`config.mk`:
```
export PLATFORM = sky130hd
export DESIGN_NAME = raster_cmd_scheduler
export DESIGN_NICKNAME = d
export VERILOG_FILES = /design/src/rtl/raster_cmd_scheduler.sv
export SDC_FILE = /design/constraint.sdc
export NUM_CORES = 1
export LEC_CHECK = 0
export BUFFER_PORTS_ARGS = -buffer_cell sky130_fd_sc_hd__buf_2
export CELL_PAD_IN_SITES_DETAIL_PLACEMENT = 0
export CELL_PAD_IN_SITES_GLOBAL_PLACEMENT = 1
export CORE_MARGIN = 5
export CORE_UTILIZATION = 46
export DETAILED_ROUTE_END_ITERATION = 7
export GPL_TIMING_DRIVEN = 0
export HOLD_SLACK_MARGIN = 0.15
export PLACE_DENSITY_LB_ADDON = 0.1
export RECOVER_POWER = 100
export SLEW_MARGIN = 10
export SYNTH_ARGS = -nofsm -noshare
export SYNTH_HDL_FRONTEND = slang
export SYNTH_SLANG_ARGS = --single-unit
```
`constraint.sdc`:
```
create_clock -name clk -period 7.5 [get_ports clk]
set_clock_uncertainty 0.2 [all_clocks]
set_input_delay 0.375 -clock clk [delete_from_list [all_inputs] [get_ports clk]]
set_output_delay 0.375 -clock clk [all_outputs]
set_load 0.005 [all_outputs]
```
`src/rtl/raster_cmd_scheduler.sv`:
```
// raster_cmd_scheduler: command FIFO and in-order issue front-end for the
// rasterizer top. DRAWs stream straight through. Clears and fences first wait
// for the downstream pipeline to go quiet, so they never overtake fragments
// that are still in flight.

package raster_pkg;
    typedef struct packed {
        logic [15:0] x;
        logic [15:0] y;
        logic [15:0] z;
    } vertex_t;

    typedef struct packed {
        logic [4:0] r;
        logic [5:0] g;
        logic [4:0] b;
    } rgb565_t;

    typedef enum logic [1:0] {
        OP_DRAW        = 2'd0,
        OP_CLEAR_FB    = 2'd1,
        OP_CLEAR_DEPTH = 2'd2,
        OP_FENCE       = 2'd3
    } cmd_op_t;
endpackage

// state       | meaning
// ------------+------------------------------------------------------------
// S_IDLE      | wait for a command at the FIFO head; pop it and decode
// S_TRI       | tri_valid high, vertices held until tri_ready
// S_DRAIN     | count consecutive quiet cycles until the pipeline is empty
// S_CLR_ISSUE | one-cycle fb_clear / depth_clear pulse is on the outputs
// S_CLR_WAIT  | skip one cycle, then wait for the selected clearing to fall
module raster_cmd_scheduler
    import raster_pkg::*;
#(
    parameter int FIFO_DEPTH   = 4,
    parameter int DRAIN_CYCLES = 32
) (
    input  logic        clk,
    input  logic        rst,
    input  logic [1:0]  cmd_op,
    input  vertex_t     cmd_v0,
    input  vertex_t     cmd_v1,
    input  vertex_t     cmd_v2,
    input  rgb565_t     cmd_clear_color,
    input  logic [15:0] cmd_clear_depth,
    input  logic        cmd_valid,
    output logic        cmd_ready,
    output vertex_t     v0,
    output vertex_t     v1,
    output vertex_t     v2,
    output logic        tri_valid,
    input  logic        tri_ready,
    input  logic        rast_busy,
    input  logic        frag_active,
    output logic        fb_clear,
    output rgb565_t     fb_clear_color,
    input  logic        fb_clearing,
    output logic        depth_clear,
    output logic [15:0] depth_clear_value,
    input  logic        depth_clearing,
    output logic        fence_done,
    output logic [15:0] tris_issued,
    output logic        idle
);

    localparam int PTR_W  = (FIFO_DEPTH > 1) ? $clog2(FIFO_DEPTH) : 1;
    localparam int CNT_W  = PTR_W + 1;
    localparam int QCNT_W = $clog2(DRAIN_CYCLES + 1);

    localparam logic [CNT_W-1:0]  FIFO_FULL_CNT = CNT_W'(FIFO_DEPTH);
    localparam logic [QCNT_W-1:0] QUIET_LAST    = QCNT_W'(DRAIN_CYCLES - 1);

    typedef struct packed {
        logic [1:0]  op;
        vertex_t     v0;
        vertex_t     v1;
        vertex_t     v2;
        rgb565_t     color;
        logic [15:0] depth;
    } cmd_entry_t;

    typedef enum logic [2:0] {
        S_IDLE,
        S_TRI,
        S_DRAIN,
        S_CLR_ISSUE,
        S_CLR_WAIT
    } state_t;

    cmd_entry_t         fifo_mem [FIFO_DEPTH];
    cmd_entry_t         wr_entry;
    cmd_entry_t         head;
    logic [PTR_W-1:0]   wr_ptr;
    logic [PTR_W-1:0]   rd_ptr;
    logic [CNT_W-1:0]   fifo_cnt;
    logic               fifo_full;
    logic               fifo_empty;
    logic               push;
    logic               pop;

    state_t             state;
    cmd_op_t            op_q;
    rgb565_t            clr_color_q;
    logic [15:0]        clr_depth_q;
    logic [QCNT_W-1:0]  quiet_cnt;
    logic               wait_first;
    logic [15:0]        tri_cnt_q;
    logic               quiet;
    logic               clearing_sel;

    assign wr_entry.op    = cmd_op;
    assign wr_entry.v0    = cmd_v0;
    assign wr_entry.v1    = cmd_v1;
    assign wr_entry.v2    = cmd_v2;
    assign wr_entry.color = cmd_clear_color;
    assign wr_entry.depth = cmd_clear_depth;

    assign fifo_full  = (fifo_cnt == FIFO_FULL_CNT);
    assign fifo_empty = (fifo_cnt == '0);
    assign cmd_ready  = !fifo_full;
    assign push       = cmd_valid && cmd_ready;
    // The head leaves the FIFO only when IDLE takes it into the working regs.
    assign pop        = (state == S_IDLE) && !fifo_empty;
    assign head       = fifo_mem[rd_ptr];

    assign quiet        = !(rast_busy || frag_active);
    assign clearing_sel = (op_q == OP_CLEAR_FB) ? fb_clearing : depth_clearing;

    assign idle        = (state == S_IDLE) && fifo_empty;
    assign tris_issued = tri_cnt_q;

    // Command storage; data only, so no reset is needed.
    always_ff @(posedge clk) begin
        if (push) begin
            fifo_mem[wr_ptr] <= wr_entry;
        end
    end

    // FIFO pointers and occupancy; power-of-two depth lets the pointers wrap naturally.
    always_ff @(posedge clk or posedge rst) begin
        if (rst) begin
            wr_ptr   <= '0;
            rd_ptr   <= '0;
            fifo_cnt <= '0;
        end else begin
            if (push) begin
                wr_ptr <= wr_ptr + PTR_W'(1);
            end
            if (pop) begin
                rd_ptr <= rd_ptr + PTR_W'(1);
            end
            case ({push, pop})
                2'b10:   fifo_cnt <= fifo_cnt + CNT_W'(1);
                2'b01:   fifo_cnt <= fifo_cnt - CNT_W'(1);
                default: fifo_cnt <= fifo_cnt;
            endcase
        end
    end

    // Issue sequencer with registered outputs; pulse outputs default low every cycle.
    always_ff @(posedge clk or posedge rst) begin
        if (rst) begin
            state             <= S_IDLE;
            op_q              <= OP_DRAW;
            clr_color_q       <= '0;
            clr_depth_q       <= '0;
            quiet_cnt         <= '0;
            wait_first        <= 1'b0;
            v0                <= '0;
            v1                <= '0;
            v2                <= '0;
            tri_valid         <= 1'b0;
            fb_clear          <= 1'b0;
            fb_clear_color    <= '0;
            depth_clear       <= 1'b0;
            depth_clear_value <= '0;
            fence_done        <= 1'b0;
            tri_cnt_q         <= '0;
        end else begin
            fb_clear    <= 1'b0;
            depth_clear <= 1'b0;
            fence_done  <= 1'b0;

            case (state)
                S_IDLE: begin
                    if (!fifo_empty) begin
                        op_q        <= cmd_op_t'(head.op);
                        clr_color_q <= head.color;
                        clr_depth_q <= head.depth;
                        if (head.op == OP_DRAW) begin
                            v0        <= head.v0;
                            v1        <= head.v1;
                            v2        <= head.v2;
                            tri_valid <= 1'b1;
                            state     <= S_TRI;
                        end else begin
                            quiet_cnt <= '0;
                            state     <= S_DRAIN;
                        end
                    end
                end

                S_TRI: begin
                    if (tri_ready) begin
                        tri_valid <= 1'b0;
                        tri_cnt_q <= tri_cnt_q + 16'd1;
                        state     <= S_IDLE;
                    end
                end

                S_DRAIN: begin
                    if (!quiet) begin
                        quiet_cnt <= '0;
                    end else if (quiet_cnt == QUIET_LAST) begin
                        // The pulse is raised here so it is visible during CLR_ISSUE.
                        case (op_q)
                            OP_CLEAR_FB: begin
                                fb_clear       <= 1'b1;
                                fb_clear_color <= clr_color_q;
                                state          <= S_CLR_ISSUE;
                            end
                            OP_CLEAR_DEPTH: begin
                                depth_clear       <= 1'b1;
                                depth_clear_value <= clr_depth_q;
                                state             <= S_CLR_ISSUE;
                            end
                            default: begin
                                fence_done <= (op_q == OP_FENCE);
                                state      <= S_IDLE;
                            end
                        endcase
                    end else begin
                        quiet_cnt <= quiet_cnt + QCNT_W'(1);
                    end
                end

                S_CLR_ISSUE: begin
                    wait_first <= 1'b1;
                    state      <= S_CLR_WAIT;
                end

                S_CLR_WAIT: begin
                    // clearing only rises one cycle after the pulse, so the
                    // first cycle here cannot be trusted.
                    if (wait_first) begin
                        wait_first <= 1'b0;
                    end else if (!clearing_sel) begin
                        state <= S_IDLE;
                    end
                end

                default: begin
                    state <= S_IDLE;
                end
            endcase
        end
    end

endmodule

```
==> impl_metrics.csv, run 1 <==
group,metric,value,unit
run_status,outcome,"finished with violations",
run_status,violations,"capacitance limit, slew limit",
final_layout,drive_above_1_share,0.243,
synth,syn-cell-area,0.0354,mm²
synth,yosysMostFrequentCell,"edfxtp_1",
power,power_switching,4.72,mW
synth,postSynth.asyncResetShare,0.258,
critical_path,cp.required,7610,ps
power,ir_worst_vdd,226,µV
synth,yosysSeqAreaShare,0.778,
sta,final-max-slew-violation-count,466,
clock_network,worstSkewPairLatency,650,ps
power,clockPowerShare,0.294,
worst_hold_path,hold_depth,1,
clock_network,clock-sinks,959,
sta,relSlewSlack,-0.990,
sta,tightest_slew,2990,ps
detailed_routing,wire_per_inst,23.0,µm
detailed_routing,vias_per_cell,5.14,
clock_network,clk_pin_slew_worst_paths,60,ps
critical_path,r2r_cells,5,
power,switching_share,0.280,
detailed_routing,num_vias,17400,
synth,ys.flop_type,"edfxtp_1",
place,hpwlAfterDp,49400,µm
detailed_routing,dr.first_iter.drc_count,850,
power,p_int,12.1,mW
synth,synth_top_area_frac,0.603,
final_layout,nets,2452,
power,p_comb_frac,0.257,
clock_network,cts_tree,"yes",
synth,synth_seq_cells,959,
synth,ys_top_cells_by_count,"edfxtp_1 (712), dfrtp_1 (247), mux4_2 (176)",
clock_network,clockBufferDepth,3,
floorplan,io_pins,384,
sta,timing.fmax,192,MHz
detailed_routing,dr.pass1.iters,5,
detailed_routing,drc,0,
power,pwr-share-seq,0.449,
floorplan,core_region_area,0.0762,mm²
global_route,grt_use_total,0.190,
place,gp_congestion,0.743,
sta,period_minus_slack,5200,ps
sta,min_period_over_period,0.693,
final_layout,area_delta_synth_final,22.8,%
floorplan,initial_core_util,0.465,
floorplan,fp.dieW,288,µm
synth,synth_nets,1761,
synth,synth_cells,1564,
power,p_leak,15.3,nW
critical_path,end_kind,"flop",
worst_hold_path,hold_class,"reg -> reg",
sta,finalHoldViolations,0,
critical_path,start_kind,"flop",
synth,ys_types,41,
sta,setup_viol,0,
clock_network,clock-root-buffer,"clkbuf_16",
clock_network,cts_buffers,99,
power,fin_total_pwr,16.8,mW
synth,synth_top_cells_by_area,"edfxtp_1 (60%), dfrtp_1 (17%), mux4_2 (11%)",
clock_network,htreeDepth,3,
global_route,antenna_found_initial,13,
clock_network,postCtsSetupRepairBufs,0,
final_layout,nFillCells,6001,
synth,avgSynthCellArea,22.7,µm²
global_route,grt_pass1_vias,19100,
global_route,grt_max_degree,87,
sta,rsz0062_at_grt,"no",
flow_run,maxCapViolations,12,
power,powerDensity,387,mW/mm²
sta,hold_slack,269,ps
place,portBuffers,383,
sta,postLayoutSetupSlackWorst,2300,ps
critical_path,crit_type,"reg -> reg",
clock_network,cts-resized-gates,0,
synth,ys_warn_count,0,
synth,synth_edf_count,712,
detailed_routing,wirelength,77900,µm
critical_path,cp_max_fo,46,
floorplan,die_area,0.0827,mm²
floorplan,die_y,288,µm
place,pre_cts_ws,4080,ps
global_route,grt_pass1_wl,118000,µm
critical_path,worstPathArrival,5310,ps
global_route,grt-ovfl-total,0,
floorplan,fp-row-count,101,
synth,synth.largest_area_cell,"edfxtp_1",
detailed_routing,ant_nets,0,
## what timing repair did
action,4_1_cts,5_1_grt
hold endpoints to repair,914,0
setup endpoints to repair,0,0
hold buffers,188,0
## kinds of logic (layout without fill, tap and decap cells)
kind of cell	after synthesis	in the layout	share of synthesized area
simple gates	75	75	0.0120
other cells	0	9	0
mux	391	391	0.185
xor+xnor	21	21	0.00519
fa+ha+maj	11	11	0.00410
flops	959	959	0.778
buf+inv	79	857	0.0108
compound gates	28	28	0.00501
## registers in the layout (all words and copies together) (netlist names), 16 cells and up
register	flops
v1	48
clr_color_q	16
v0	48
v2	48
fifo_mem	712
fb_clear_color	16
clr_depth_q	16
depth_clear_value	16
tris_issued	16
## final cells by class
type	instances	area [µm²]	share of cell area
diodes	9	22.5	0.000518
plain buffers	66	255	0.00587
clock buffers	130	2730	0.0626
clock inverters	58	611	0.0140
inverters	13	50.0	0.00115
multi-input cells	526	7300	0.168
flip-flops and latches	959	27600	0.633
well taps	1030	1290	0.0296
repair buffers	590	3690	0.0849
## path summary, 6_finish.rpt
kind	start	end	slack, ps
max in group asynchronous	rst	depth_clear_value[12]	4060
worst min-delay path	tris_issued[15]	tris_issued[15]	270
worst max register to register	fifo_cnt[0]	fifo_mem[2][35]	2300
worst max-delay path	fifo_cnt[0]	fifo_mem[2][35]	2300
worst min register to register	tris_issued[15]	tris_issued[15]	270
min in group asynchronous	rst	v0[39]	1360
## worst max-delay path, stage by stage, from the launching register on
cell      delay (ps)
dfrtp_1          380
inv_1             90
nand3_1          200
and3_1          1470
clkbuf_1        2080
buf_16           330
## layer usage
metal / global-route usage / share of wire / up-vias
li1: - / - / 7759
met1: 0.244 / 0.41 / 9106
met2: 0.328 / 0.51 / 386
met3: 0.0445 / 0.054 / 122
met4: 0.0531 / 0.026 / 6
met5: 0 / 0.00044 / -
## cell usage in the layout, fill, tap and decap left out, types with 11 or more instances in the layout
master	n
edfxtp_1	712
clkbuf_1	411
dfrtp_1	247
dlygate4sd3_1	188
mux4_2	176
mux2_2	160
clkbuf_16	100
buf_2	58
mux2_1	44
clkinv_2	20
clkinv_1	16
nand2_1	15
nor2_1	14
o21ai_0	14
xnor2_1	13
inv_1	12
nand3_1	11
clkbuf_8	11
## power groups by stage
| stage | logic [mW] | clock network (mW) | registers [mW] |
|---|---|---|---|
| finish | 4.33 | 4.95 | 7.57 |
| floorplan | 2.96 | 0 | 7.74 |
| CTS | 4.86 | 5.08 | 7.54 |
| global route | 4.76 | 5.33 | 7.70 |
| global placement | 4.52 | 0 | 7.93 |
| detailed placement | 4.75 | 0 | 7.64 |
## through the flow
stage / TNS [ps] / instances / instance area, µm² / util
2_1_floorplan: 0 / 1564 / 35400 / -
3_3_place_gp: -2702320 / 2977 / 38600 / 0.507
3_5_place_dp: 0 / 2996 / 39200 / 0.514
4_1_cts: 0 / 3372 / 44400 / 0.583
5_1_grt: 0 / 3375 / 43500 / 0.571
6_report: 0 / 3381 / 43500 / 0.571
No activity file was read; power rests on OpenSTA's default activity.
==> inputs of run 2 (changes only) <==
==> constraint.sdc (replaced) <==
create_clock -name clk -period 4.7 [get_ports clk]
set_clock_uncertainty 0.2 [all_clocks]
set_input_delay 0.235 -clock clk [delete_from_list [all_inputs] [get_ports clk]]
set_output_delay 0.235 -clock clk [all_outputs]
set_load 0.005 [all_outputs]
==> run 2 against run 1 <==
Effect of this change: the flow still finishes with violations (capacitance limit, slew limit); largest cell class unchanged; largest power group unchanged; utilization rose by 2.0 points; final cell count rose by 4.0%; sequential power rose by 60%.
==> impl_metrics.csv, run 2 (synthesis results as in run 1) <==
group,metric,value,unit
final_layout,final_util,0.591,
place,portBuffers,383,
critical_path,timing.rr.end,"fifo_mem[0][44]",
sta,setup_viol,0,
final_layout,layout.cells.most_common_list,"edfxtp_1 (712), dlygate4sd3_1 (318), clkbuf_1 (300), dfrtp_1 (247), mux4_2 (176)",
worst_hold_path,hold_class,"in -> reg",
clock_network,cts_buffers,99,
final_layout,nFillCells,5883,
sta,relSlewSlack,-0.733,
sta,postLayoutSetupSlackWorst,752,ps
critical_path,crit_type,"reg -> reg",
worst_hold_path,hold_start,"cmd_v0[1]",
sta,rsz0062_at_grt,"no",
critical_path,path_buf_inv,2,
clock_network,worstSkewPairLatency,650,ps
place,place_area,0.0393,mm²
critical_path,cp.required,4700,ps
global_route,grt-ovfl-total,0,
sta,timing.fmax,253,MHz
floorplan,io_pins,384,
sta,min_period_over_period,0.840,
detailed_routing,num_vias,18000,
global_route,grt_pass1_vias,19600,
place,gp_congestion,0.730,
clock_network,postCtsSetupRepairBufs,0,
critical_path,r2r_cells,4,
final_layout,top_register,"fifo_mem",
power,p_int,19.3,mW
floorplan,fp.dieW,288,µm
place,pre_cts_ws,1310,ps
critical_path,r2r-start,"fifo_cnt[0]",
power,fin_total_pwr,26.8,mW
power,powerDensity,594,mW/mm²
critical_path,critPathSlowestCell,"clkbuf_1",
critical_path,cpPeakStageDelay,1890,ps
floorplan,core_region_area,0.0762,mm²
power,power_switching,7.52,mW
clock_network,clockBufferDepth,3,
clock_network,clock-sinks,959,
critical_path,end_kind,"flop",
global_route,grt_use_total,0.193,
run_status,outcome,"finished with violations",
floorplan,die_area,0.0827,mm²
final_layout,final_area,0.0451,mm²
clock_network,cts-resized-gates,0,
worst_hold_path,whs_endpoint,"fifo_mem[1][129]",
clock_network,hold_buffers,318,
power,pwr-share-seq,0.450,
power,ir_worst_vdd,373,µV
sta,final-max-slew-violation-count,216,
global_route,antenna_found_initial,13,
sta,period_minus_slack,3950,ps
floorplan,fp-row-count,101,
worst_hold_path,hold_depth,2,
critical_path,r2r_slack,750,ps
sta,fin_tns_setup,0,ps
critical_path,worstPathArrival,3950,ps
power,p_leak,16.2,nW
critical_path,cp_top_family,"buffers and inverters",
clock_network,clock-root-buffer,"clkbuf_16",
flow_run,maxCapViolations,7,
power,p_comb_frac,0.266,
floorplan,die_y,288,µm
clock_network,cts_tree,"yes",
global_route,grt_max_degree,44,
final_layout,layout_commonest_cell,"edfxtp_1",
critical_path,cp_max_fo,38,
clock_network,clk_pin_slew_worst_paths,60,ps
critical_path,start_kind,"flop",
detailed_routing,drc,0,
clock_network,htreeDepth,3,
sta,tightest_slew,2600,ps
place,hpwlAfterDp,50400,µm
final_layout,largest_reg_flops,712,
detailed_routing,vias_per_cell,5.11,
detailed_routing,wire_per_inst,22.5,µm
final_layout,area_delta_synth_final,27.2,%
detailed_routing,ant_nets,0,
critical_path,path_cells,"inv_1 > nand3_1 > and3_4 > clkbuf_1",
power,clockPowerShare,0.284,
global_route,grt_pass1_wl,120000,µm
run_status,violations,"capacitance limit, slew limit",
final_layout,nets,2589,
power,switching_share,0.281,
final_layout,drive_above_1_share,0.281,
floorplan,initial_core_util,0.465,
detailed_routing,wirelength,79100,µm
detailed_routing,dr.pass1.iters,5,
detailed_routing,dr.first_iter.drc_count,1024,
sta,finalHoldViolations,0,
==> run 2: changes by cell type in the layout (fill, tap and decap cells not counted), sizes merged <==
cell / before / now
buf: 76 / 202
bufinv: 10 / 4
clkbuf: 522 / 422
clkinv: 37 / 28
clkinvlp: 7 / 1
dlygate4sd3: 188 / 318
inv: 17 / 16
==> run 2: through the flow <==
stage	hold slack, ps	cells
floorplan	134	1564
global placement	243	2977
detailed placement	173	3003
CTS	151	3506
global route	215	3509
finish	231	3515
==> run 2: worst max path at each step <==
stage / start / end / slack, ps / cells after the start
after floorplan: rst / clr_color_q[0] / 1020 / 1
after global placement: rst / v2[34] / -1580 / 2
after detailed placement: rd_ptr[0] / clr_depth_q[0] / 1310 / 5
after CTS: rd_ptr[0] / state[0] / 1060 / 8
after global routing: state[1] / v1[31] / 430 / 8
final: fifo_cnt[0] / fifo_mem[0][44] / 750 / 4
==> run 2: routing by layer <==
| metal | global-route usage | share of wire | routed length [µm] | vias to the layer above |
|---|---|---|---|---|
| li1 | - | - | - | 8021 |
| met1 | 0.248 | 0.40 | 31900 | 9426 |
| met2 | 0.331 | 0.51 | 40600 | 406 |
| met3 | 0.0467 | 0.058 | 4610 | 120 |
| met4 | 0.0545 | 0.025 | 1960 | 6 |
| met5 | 0 | 0.00040 | 32 | - |
==> run 2: final cells by class <==
cell class / instances / area, µm² / share of cell area
tap: 1030 / 1290 / 0.0286
buffer: 66 / 279 / 0.00619
clock inverter: 36 / 362 / 0.00802
clock buffer: 149 / 2850 / 0.0632
antenna: 9 / 22.5 / 0.000500
multi-input combinational: 526 / 7320 / 0.162
sequential: 959 / 27600 / 0.612
inverter: 13 / 50.0 / 0.00111
timing repair buffer: 727 / 5330 / 0.118
==> run 2: power groups by stage <==
stage | combinational, mW | clock (mW) | sequential, mW
3_3_place_gp | 7.22 | 0 | 12.4
2_1_floorplan | 4.72 | 0 | 12.2
3_5_place_dp | 7.60 | 0 | 12.2
4_1_cts | 7.85 | 7.83 | 12.1
6_report | 7.12 | 7.61 | 12.1
5_1_grt | 7.79 | 8.23 | 12.3
==> inputs of run 3 (changes only) <==
--- a/config.mk
+++ b/config.mk
@@ -9,7 +9,7 @@
 export CELL_PAD_IN_SITES_DETAIL_PLACEMENT = 0
 export CELL_PAD_IN_SITES_GLOBAL_PLACEMENT = 1
 export CORE_MARGIN = 5
-export CORE_UTILIZATION = 46
+export CORE_UTILIZATION = 51
 export DETAILED_ROUTE_END_ITERATION = 7
 export GPL_TIMING_DRIVEN = 0
 export HOLD_SLACK_MARGIN = 0.15
==> constraint.sdc (replaced) <==
create_clock -name clk -period 4 [get_ports clk]
set_clock_uncertainty 0.2 [all_clocks]
set_input_delay 0.2 -clock clk [delete_from_list [all_inputs] [get_ports clk]]
set_output_delay 0.2 -clock clk [all_outputs]
set_load 0.005 [all_outputs]
==> run 3 against run 2 <==
Effect of this change: the run still ends with capacitance limit, slew limit left; final cell count fell by 2.3%; count of clock-buffer cells in the layout fell by 21; worst hold slack got worse by 9.0 ps; die area fell by 9.5%; maximum frequency rose by 6.5%; combinational power rose by 16%; non-clock buffer count rose by 22; sequential power rose by 17%; utilization rose by 6.5 points; critical endpoint is now fifo_mem[2][53]; largest cell class unchanged; highest routed layer unchanged.
==> impl_metrics.csv, run 3 (synthesis results as in run 1) <==
group,metric,value,unit
run_status,outcome,"finished with violations",
run_status,violations,"capacitance limit, slew limit",
place,gp_congestion,0.761,
power,power_switching,8.78,mW
critical_path,cp.required,4060,ps
place,place_inst,2903,
detailed_routing,vias_per_cell,5.28,
detailed_routing,dr.first_iter.drc_count,1092,
final_layout,final_util,0.656,
detailed_routing,wirelength,77800,µm
final_layout,nFillCells,4938,
final_layout,drive_above_1_share,0.295,
floorplan,fp-row-count,96,
clock_network,clock-root-buffer,"clkbuf_16",
final_layout,layout.cells.most_common_list,"edfxtp_1 (712), dlygate4sd3_1 (341), clkbuf_1 (250), dfrtp_1 (247), buf_2 (216)",
sta,period_minus_slack,3710,ps
clock_network,postCtsSetupRepairBufs,0,
sta,finalHoldViolations,0,
global_route,grt_max_degree,48,
final_layout,stdcell_count,3434,
power,p_int,22.7,mW
critical_path,path_cells,"inv_1 > nand3_1 > and3_1 > buf_16 > clkbuf_4",
critical_path,end_kind,"flop",
clock_network,clk_pin_slew_worst_paths,60,ps
sta,min_period_over_period,0.927,
detailed_routing,drc,0,
global_route,grt_pass1_wl,118000,µm
sta,tightest_slew,1980,ps
critical_path,critPathSlowestCell,"and3_1",
global_route,grt_pass1_vias,19600,
final_layout,nets,2609,
final_layout,top_register,"fifo_mem",
floorplan,die_area,0.0749,mm²
sta,hold_slack,222,ps
sta,timing.fmax,270,MHz
clock_network,htreeDepth,3,
clock_network,cts_tree,"yes",
critical_path,cpPeakStageDelay,1520,ps
clock_network,clockBufferDepth,3,
floorplan,die_y,274,µm
place,pre_cts_ws,527,ps
critical_path,worstPathArrival,3770,ps
power,pwr-share-seq,0.450,
sta,setup_viol,0,
floorplan,core_region_area,0.0687,mm²
floorplan,fp.dieW,274,µm
clock_network,clock-sinks,959,
power,p_leak,16.4,nW
global_route,grt_use_total,0.210,
sta,rsz0062_at_grt,"no",
floorplan,initial_core_util,0.516,
place,hpwlAfterDp,48800,µm
clock_network,cts_buffers,97,
detailed_routing,ant_nets,0,
final_layout,layout_commonest_cell,"edfxtp_1",
power,ir_worst_vdd,432,µV
final_layout,final_area,0.0451,mm²
final_layout,largest_reg_flops,712,
sta,postLayoutSetupSlackWorst,293,ps
critical_path,cp_max_fo,36,
place,portBuffers,383,
clock_network,worstSkewPairLatency,640,ps
critical_path,path_buf_inv,3,
power,clockPowerShare,0.287,
detailed_routing,num_vias,18100,
power,powerDensity,698,mW/mm²
critical_path,crit_type,"reg -> reg",
worst_hold_path,hold_class,"in -> reg",
critical_path,cp_top_family,"simple AND/OR/NAND/NOR gates",
detailed_routing,dr.pass1.iters,5,
power,switching_share,0.279,
sta,final-max-slew-violation-count,138,
final_layout,area_delta_synth_final,27.3,%
power,p_comb_frac,0.263,
floorplan,io_pins,384,
place,place_area,0.0391,mm²
detailed_routing,wire_per_inst,22.7,µm
global_route,antenna_found_initial,10,
global_route,grt-ovfl-total,0,
critical_path,start_kind,"flop",
flow_run,maxCapViolations,6,
sta,relSlewSlack,-0.321,
[run 3: changes by cell type in the layout (fill, tap and decap cells not counted), moves of 5 or more]
cell           change
clkbuf_4           +6
clkbuf_1          -50
bufinv_16          +7
clkinv_2           +5
clkinvlp_4         +6
dlygate4sd3_1     +23
clkbuf_2           -6
buf_2             +45
clkbuf_8           -8
buf_16             -6
mux2_1             +5
buf_6              +6
[run 3: worst paths after layout]
check                                     start                to  slack [ps]  depth (start not counted)
min in group asynchronous                   rst            v0[26]         630                          4
worst max register to register      fifo_cnt[0]   fifo_mem[2][53]         290                          5
max in group asynchronous                   rst            v2[32]         510                          7
worst max-delay path                fifo_cnt[0]   fifo_mem[2][53]         290                          5
worst min-delay path                 cmd_v1[31]  fifo_mem[1][111]         220                          2
worst min register to register  tris_issued[15]   tris_issued[15]         260                          1
[run 3: worst register-to-register path, stage by stage, from the launching register on]
cell,delay (ps)
dfrtp_1,390
inv_1,90
nand3_1,210
and3_1,1520
buf_16,330
clkbuf_4,590
[run 3: layout make-up]
cell class / count / area, µm² / share of cell area
multi-input cells: 526 / 7300 / 0.162
clock buffers: 128 / 2610 / 0.0578
repair buffers: 749 / 5480 / 0.122
inverters: 13 / 50.0 / 0.00111
plain buffers: 66 / 304 / 0.00674
flip-flops and latches: 959 / 27600 / 0.611
clock inverters: 55 / 614 / 0.0136
diodes: 7 / 17.5 / 0.000388
well taps: 931 / 1160 / 0.0258
[run 3: timing repair]
item	in CTS	in global routing
hold buffers	341	0
gates resized for setup	0	0
hold endpoints to repair	1037	0
endpoints found under the setup margin	0	0
[run 3: per-layer routing]
layer	vias up	GRT usage	wire, µm
li1	8057	-	-
met1	9468	0.269	30500
met2	455	0.364	40800
met3	135	0.0481	4560
met4	8	0.0616	1950
met5	-	0	55
[run 3: power by group through the flow]
stage          clock, mW  combinational [mW]  sequential (mW)
2_1_floorplan          0                5.55             14.3
3_3_place_gp           0                8.39             14.5
3_5_place_dp           0                8.83             14.3
4_1_cts             9.24                9.14             14.1
5_1_grt             9.69                9.06             14.4
6_report            9.03                8.28             14.2
[run 3: stage by stage]
step                total power, mW  TNS [ps]
floorplan                      19.9         0
global placement               22.9  -1563270
detailed placement             23.2         0
CTS                            32.5         0
global route                   33.1         0
finish                         31.5         0
